## src/rtl/mem_pkg.sv

```systemverilog
// -----------------------------------------------------------------------------
// mem_pkg
//   Constants and types shared by reg_mem and the blocks that master it.
//   MEM_DATA_WIDTH / MEM_ADDR_BITS are the default word and address widths
//   of the register memory. state_e is the control state of the stream reader.
// -----------------------------------------------------------------------------
package mem_pkg;

  localparam int MEM_DATA_WIDTH = 8;
  localparam int MEM_ADDR_BITS  = 5;

  typedef enum logic [1:0] {
    IDLE    = 2'd0,
    READ    = 2'd1,
    PRESENT = 2'd2,
    FINISH  = 2'd3
  } state_e;

endpackage : mem_pkg

```

## src/rtl/mem_stream_reader.sv

```systemverilog
// -----------------------------------------------------------------------------
// mem_stream_reader
//   Read-side master for reg_mem. On an accepted start it reads `length`
//   contiguous words beginning at `base_addr` (address wraps modulo
//   2**ADDR_BITS) and presents them one at a time on a valid/ready stream.
//   Non-pipelined: one word in flight, one word per READ_LATENCY+2 cycles.
// Ports:
//   clk, rst           clock, asynchronous active-high reset
//   start              request a run; honoured only in IDLE
//   base_addr, length  first address and word count (0..2**ADDR_BITS)
//   busy               high from the accepted start until the run completes
//   done               one-cycle pulse at run completion
//   mem_addr, mem_wen  address / write enable to reg_mem (wen is always 0)
//   mem_data           read data from reg_mem
//   out_data/valid     stream payload and valid
//   out_ready          stream ready from the consumer
// -----------------------------------------------------------------------------
module mem_stream_reader
  import mem_pkg::*;
#(
  parameter int DATA_WIDTH   = MEM_DATA_WIDTH,
  parameter int ADDR_BITS    = MEM_ADDR_BITS,
  parameter int READ_LATENCY = 1   // 0 = combinational memory, 1 = registered
) (
  input  logic                  clk,
  input  logic                  rst,
  input  logic                  start,
  input  logic [ADDR_BITS-1:0]  base_addr,
  input  logic [ADDR_BITS:0]    length,
  output logic                  busy,
  output logic                  done,
  output logic [ADDR_BITS-1:0]  mem_addr,
  output logic                  mem_wen,
  input  logic [DATA_WIDTH-1:0] mem_data,
  output logic [DATA_WIDTH-1:0] out_data,
  output logic                  out_valid,
  input  logic                  out_ready
);

  // Value of the latency counter on the edge that captures mem_data.
  // The counter runs 0..READ_LATENCY, i.e. READ_LATENCY+1 edges in READ.
  localparam logic LAT_LAST = 1'(READ_LATENCY);

  state_e                state_q,     state_d;
  logic [ADDR_BITS-1:0]  mem_addr_q,  mem_addr_d;
  logic [ADDR_BITS:0]    remaining_q, remaining_d;
  logic                  lat_cnt_q,   lat_cnt_d;
  logic [DATA_WIDTH-1:0] out_data_q,  out_data_d;
  logic                  out_valid_q, out_valid_d;
  logic                  busy_q,      busy_d;
  logic                  done_q,      done_d;

  // NOTE: every signal is given its hold value first so that paths which do
  // not assign it cannot infer a latch.
  always_comb begin
    state_d     = state_q;
    mem_addr_d  = mem_addr_q;
    remaining_d = remaining_q;
    lat_cnt_d   = lat_cnt_q;
    out_data_d  = out_data_q;
    out_valid_d = out_valid_q;
    busy_d      = busy_q;
    done_d      = done_q;

    unique case (state_q)
      IDLE: begin
        if (start) begin
          if (length != '0) begin
            mem_addr_d  = base_addr;
            remaining_d = length;
            lat_cnt_d   = 1'b0;
            busy_d      = 1'b1;
            state_d     = READ;
          end else begin
            // Empty run: skip straight to the completion pulse.
            done_d  = 1'b1;
            state_d = FINISH;
          end
        end
      end

      READ: begin
        if (lat_cnt_q == LAT_LAST) begin
          out_data_d  = mem_data;
          out_valid_d = 1'b1;
          state_d     = PRESENT;
        end else begin
          lat_cnt_d = lat_cnt_q + 1'b1;
        end
      end

      PRESENT: begin
        // out_data_q is only reloaded in READ, so it stays stable under
        // backpressure without extra gating.
        if (out_ready) begin
          out_valid_d = 1'b0;
          lat_cnt_d   = 1'b0;
          if (remaining_q > 1) begin
            mem_addr_d  = mem_addr_q + 1'b1;   // wraps modulo 2**ADDR_BITS
            remaining_d = remaining_q - 1'b1;
            state_d     = READ;
          end else begin
            busy_d  = 1'b0;
            done_d  = 1'b1;
            state_d = FINISH;
          end
        end
      end

      FINISH: begin
        // start is deliberately not looked at here.
        done_d  = 1'b0;
        state_d = IDLE;
      end

      default: state_d = IDLE;
    endcase
  end

  // NOTE: state registers use non-blocking assignments so every flop samples
  // the pre-edge value of every other flop, independent of statement order.
  always_ff @(posedge clk or posedge rst) begin
    if (rst) begin
      state_q     <= IDLE;
      mem_addr_q  <= '0;
      remaining_q <= '0;
      lat_cnt_q   <= 1'b0;
      out_data_q  <= '0;
      out_valid_q <= 1'b0;
      busy_q      <= 1'b0;
      done_q      <= 1'b0;
    end else begin
      state_q     <= state_d;
      mem_addr_q  <= mem_addr_d;
      remaining_q <= remaining_d;
      lat_cnt_q   <= lat_cnt_d;
      out_data_q  <= out_data_d;
      out_valid_q <= out_valid_d;
      busy_q      <= busy_d;
      done_q      <= done_d;
    end
  end

  assign mem_addr  = mem_addr_q;
  assign mem_wen   = 1'b0;
  assign out_data  = out_data_q;
  assign out_valid = out_valid_q;
  assign busy      = busy_q;
  assign done      = done_q;

endmodule : mem_stream_reader
```

## config.mk

```make
export PLATFORM = sky130hd
export DESIGN_NAME = mem_stream_reader
export DESIGN_NICKNAME = d
export VERILOG_FILES = /design/src/rtl/mem_pkg.sv /design/src/rtl/mem_stream_reader.sv
export SDC_FILE = /design/constraint.sdc
export NUM_CORES = 1
export LEC_CHECK = 0
export CORE_UTILIZATION = 55
export CTS_BUF_LIST = sky130_fd_sc_hd__clkbuf_16
export CTS_CLUSTER_DIAMETER = 40
export CTS_CLUSTER_SIZE = 16
export DETAILED_ROUTE_END_ITERATION = 16
export DONT_BUFFER_PORTS = 1
export PLACE_DENSITY = 0.82
export SYNTH_ARGS = -nofsm -noshare
export SYNTH_HDL_FRONTEND = slang
export SYNTH_SLANG_ARGS = --single-unit
```

## constraint.sdc

```tcl
create_clock -name clk -period 1.4 [get_ports clk]
set_input_delay 0.28 -clock clk [delete_from_list [all_inputs] [get_ports clk]]
set_output_delay 0.28 -clock clk [all_outputs]
set_load 0.1 [all_outputs]
```

==> results of run 1 <==
placed cells by master (no fill, tap or decap), drive strengths merged, types with 2 or more instances in the layout:
cell type,count
or4,2
a21o,2
mux2i,2
a22oi,2
mux2,8
buf,44
ha,3
a31oi,2
and3,2
nand3,4
nand4,5
clkbuf,3
a21oi,9
inv,7
nor2,7
nand2,13
o211ai,2
nand2b,3
nor3,3
o22ai,2
a41oi,5
dfrtp,25
a31o,2
o21ai,10
area by class of cell:
type | instances | area, um^2
clock buffer | 3 | 75.1
clock inverter | 1 | 3.75
fill | 119 | 367
inverter | 6 | 22.5
multi-input combinational | 100 | 771
sequential | 25 | 629
tap | 28 | 35.0
timing repair buffer | 45 | 373
flip-flops by register name (all words and copies together) (netlist names):
signal	cells
state_q	2
out_data	8
remaining_q	6
done	1
lat_cnt_q	1
out_valid	1
busy	1
mem_addr	5
final timing paths:
check                                             end  slack, ns
max in group asynchronous      state_q[1]$_DFFE_PP0P_       0.61
min reg2reg                    state_q[0]$_DFFE_PP0P_       0.55
max                        remaining_q[1]$_DFFE_PP0P_      -0.34
min in group asynchronous     mem_addr[3]$_DFFE_PP0P_       0.52
max reg2reg                remaining_q[1]$_DFFE_PP0P_      -0.34
min                           out_data[7]$_DFFE_PP0P_       0.17
timing repair:
| item | in CTS | in global routing |
|---|---|---|
| hold endpoints to repair | 25 | 0 |
| pin swaps | 14 | 8 |
| setup endpoints to repair | 14 | 14 |
| gates resized for setup | 16 | 11 |
| gates cloned | 1 | 0 |
| buffers inserted | 2 | 4 |
| hold buffers | 1 | 0 |
kinds of logic after synthesis:
kind of cell	after synthesis
AO/OA/AOI/OAI	41
adder cells (fa/ha/maj)	3
buffers and inverters	17
flip-flops	25
multiplexers	10
other	1
AND/OR/NAND/NOR	44
worst max-delay path: cells and delay by family, from the launching register on:
family	cells	cell delay [ns]
flip-flops	1	0.43
multiplexers	1	0.26
buffers and inverters	1	0.08
adder cells (fa/ha/maj)	1	0.16
AO/OA/AOI/OAI	1	0.39
AND/OR/NAND/NOR	1	0.31
per-layer routing:
| metal | wire, um | vias up | part of all wire, % |
|---|---|---|---|
| li1 | - | 592 | - |
| met1 | 1570 | 655 | 36 |
| met2 | 2180 | 110 | 50 |
| met3 | 388 | 30 | 8.9 |
| met4 | 230 | 0 | 5.3 |
| met5 | 0 | - | 0 |
metrics by stage:
step           instance area, um^2  TNS, ns  util (%)  setup WS, ns
2_1_floorplan                 1380    -3.52         -        -0.432
3_3_place_gp                  1660    -3.90      72.8        -0.353
3_5_place_dp                  1660    -4.38      72.8        -0.401
4_1_cts                       1840    -1.59      80.7        -0.210
5_1_grt                       1910    -2.89      83.9        -0.335
6_report                      1910    -2.62      83.9        -0.338
==> results.md, run 1 <==
Outcome:
- The run finished, with violations left.
- The checks that failed: setup timing.

Clock network:
- The clock sink count is 25.
- The clock reaches the later pin of the worst-skew pair after 0.26 ns.
- The number of H-tree branching levels is 1.
- TritonCTS built the clock tree.
- In this run the deepest clock path goes through 2 buffers.
- Clock-pin slew was measured on the worst setup and hold paths at 0.06 ns.
- The cell sitting at the root of the clock tree is a clkbuf_16.
- The number of buffers inserted during clock tree synthesis is 3.

GRT:
- The first-pass GRT wire length is around 6200 um.
- The number of antenna violations at the first check in global routing was 0.
- The via count of the first global-routing pass came to between 1000 and 1500.
- Summed over all layers, the global routing overflow is 0.
- The overall track demand over capacity in global routing is approximately a third.
- Global routing used between 50% and 60% of the available met2 tracks.
- Global routing used roughly 39% of the available met1 tracks.
- Entering global routing, the biggest net connects 26 pins.
- The layer flagged by global routing as most heavily used is met2.
- The met3 usage in global routing is 6.14%.

Critical path:
- The worst setup path is of the flop to flop kind.
- The highest-delay cell along the critical path is dfrtp_1.
- The worst setup path is captured at a flop.
- For this run, the slowest stage of the critical path takes 0.43 ns.
- The data arrival time of the worst path is 1.90 ns.
- Data on the critical path is required at its endpoint by ~1.6 ns.
- Walking the worst path, the cells encountered are inv_2 -> ha_4 -> o211ai_1 -> and3_4 -> mux2i_1.
- The depth of the most critical reg-to-reg path is 5.
- In this run the critical register-to-register path is launched from remaining_q[0]$_DFFE_PP0P_.
- Tracing the worst setup path back leads to its startpoint at remaining_q[0]$_DFFE_PP0P_.
- STA classifies the critical path startpoint as a flop.
- The biggest fanout along the worst timing path is 5.

Floorplanning:
- The floorplan step defined a die boundary enclosing ~2700 um^2.
- 40 I/O pins were placed.
- From left edge to right edge, the die measures 51.7 um.
- The height of the die is 51.7 um.
- The core footprint is about 2300 um^2.
- For this configuration, the core starts out at a cell density of 59.7%.
- The cell row count is 17.

STA:
- The hold violation total from the final report is 0.
- Setup repair after global routing could not meet its margin everywhere.
- For this run, the top clock speed supported by timing is 0.575 GHz.
- Setup violations remaining at the end of the flow were counted as 13.
- The worst-case setup margin in the final layout is -0.338 ns.
- The number of max-slew violations in the final report is 0.
- The shortest clock period the worst path allows after layout is 1.74 ns.
- The worst-case clock skew is 0.00265 ns.
- The post-route clock period utilization is 124%.
- Final hold analysis gives a worst-case slack of 0.168 ns.

Synth:
- The flip-flop cell with the highest count after synthesis is dfrtp_1.
- The instance count of the mapped netlist is 141.
- The average footprint of a synthesized cell is 9.64 um^2.
- Ranked by total cell area, the synthesized netlist is headed by dfrtp_1 46%, mux2_2 6.6%, o21ai_0 3.7%.
- The main combinational cell family by area after synthesis is compound AO/OA/AOI/OAI gates.
- The number of distinct library cell variants in the gate-level netlist after synthesis is 40.
- The count of flip-flops with a built-in enable after synthesis is 0.
- After Yosys synthesis, and, or, nand and nor cells account for 16.9% of the synthesized area.
- Summing the areas of all compound-gate instances in the mapped netlist gives just over 20% of the synthesized area.
- Of all cell types, the one taking the most synthesized area is dfrtp_1.
- Of the total synthesized cell area, the portion taken by XOR and XNOR cells is 0%.
- The net count after synthesis is roughly 170.
- The synthesized-area fraction occupied by adder cells is 2.76%.
- Ranked by instance count, the synthesized netlist is headed by 25 x dfrtp_1, 13 x nand2_1, 10 x o21ai_0, 9 x a21oi_1.
- The Yosys step of the flow raised 0 warnings.
- The summed instance area of the synthesized netlist is 1360 um^2.
- The register area share after synthesis is between 40 and 50%.
- The most used standard cell by instance count after synthesis is dfrtp_1.
- The count of state elements after synthesis is 25.
- The area share of the leading cell type in the synthesized netlist is 46.0%.
- Counting flops with an async set or reset pin after synthesis yields a share of between 90% and 100%.
- The multiplexer area fraction after synthesis is 8.10%.

Cells and area:
- Leaving out filler cells and counting taps, the final layout contains 208.
- Compared with the post-synthesis result, the final layout area differs by 40.5%.
- The antenna diode instance count is 0.
- The post-route netlist has approximately 47% of its cells at a drive strength greater than 1.
- The net count of the finished layout is 207.

Detailed routing:
- The total iterations of the first detailed-routing run is 4.
- In this run the remaining antenna-violating nets after routing total 0.
- The routed design has ~4400 um of wire.
- The count of vias placed by the detailed router is 1387.
- Using the TritonRoute via totals, the vias-per-cell ratio works out to 6.67.
- The number of DRC violations after detailed-routing iteration 0 is 87.
- In the routed design, unresolved DRC markers number 0.
- Dividing the detail-routed wire length by the instance count gives 21.0 um.

Min path:
- The hold-critical path depth is 1.
- The worst hold path belongs to the class input pin to flop.
- The worst hold path begins at mem_data[7].

Placement:
- At the end of routability-driven placement, the weighted congestion stood at slightly below 0.9.
- Buffers placed on the I/O ports in this run total 0.
- The placed instance count is 196.
- Detailed placement finished with a half-perimeter wire length of 2540 um.

Job:
- The total of max-cap violations is 0.
Power of run 1 is left out: the tool's default activity adds up to more than one toggle a clock period on the data nets, which glitch-free logic cannot reach.
==> run 2, diff against run 1 <==
Settings changed: SLEW_MARGIN set to 20.
==> results of run 2 <==
No change in the layout: final DEF, timing and power equal those of run 1.
Power of run 2 is left out for the same reason.
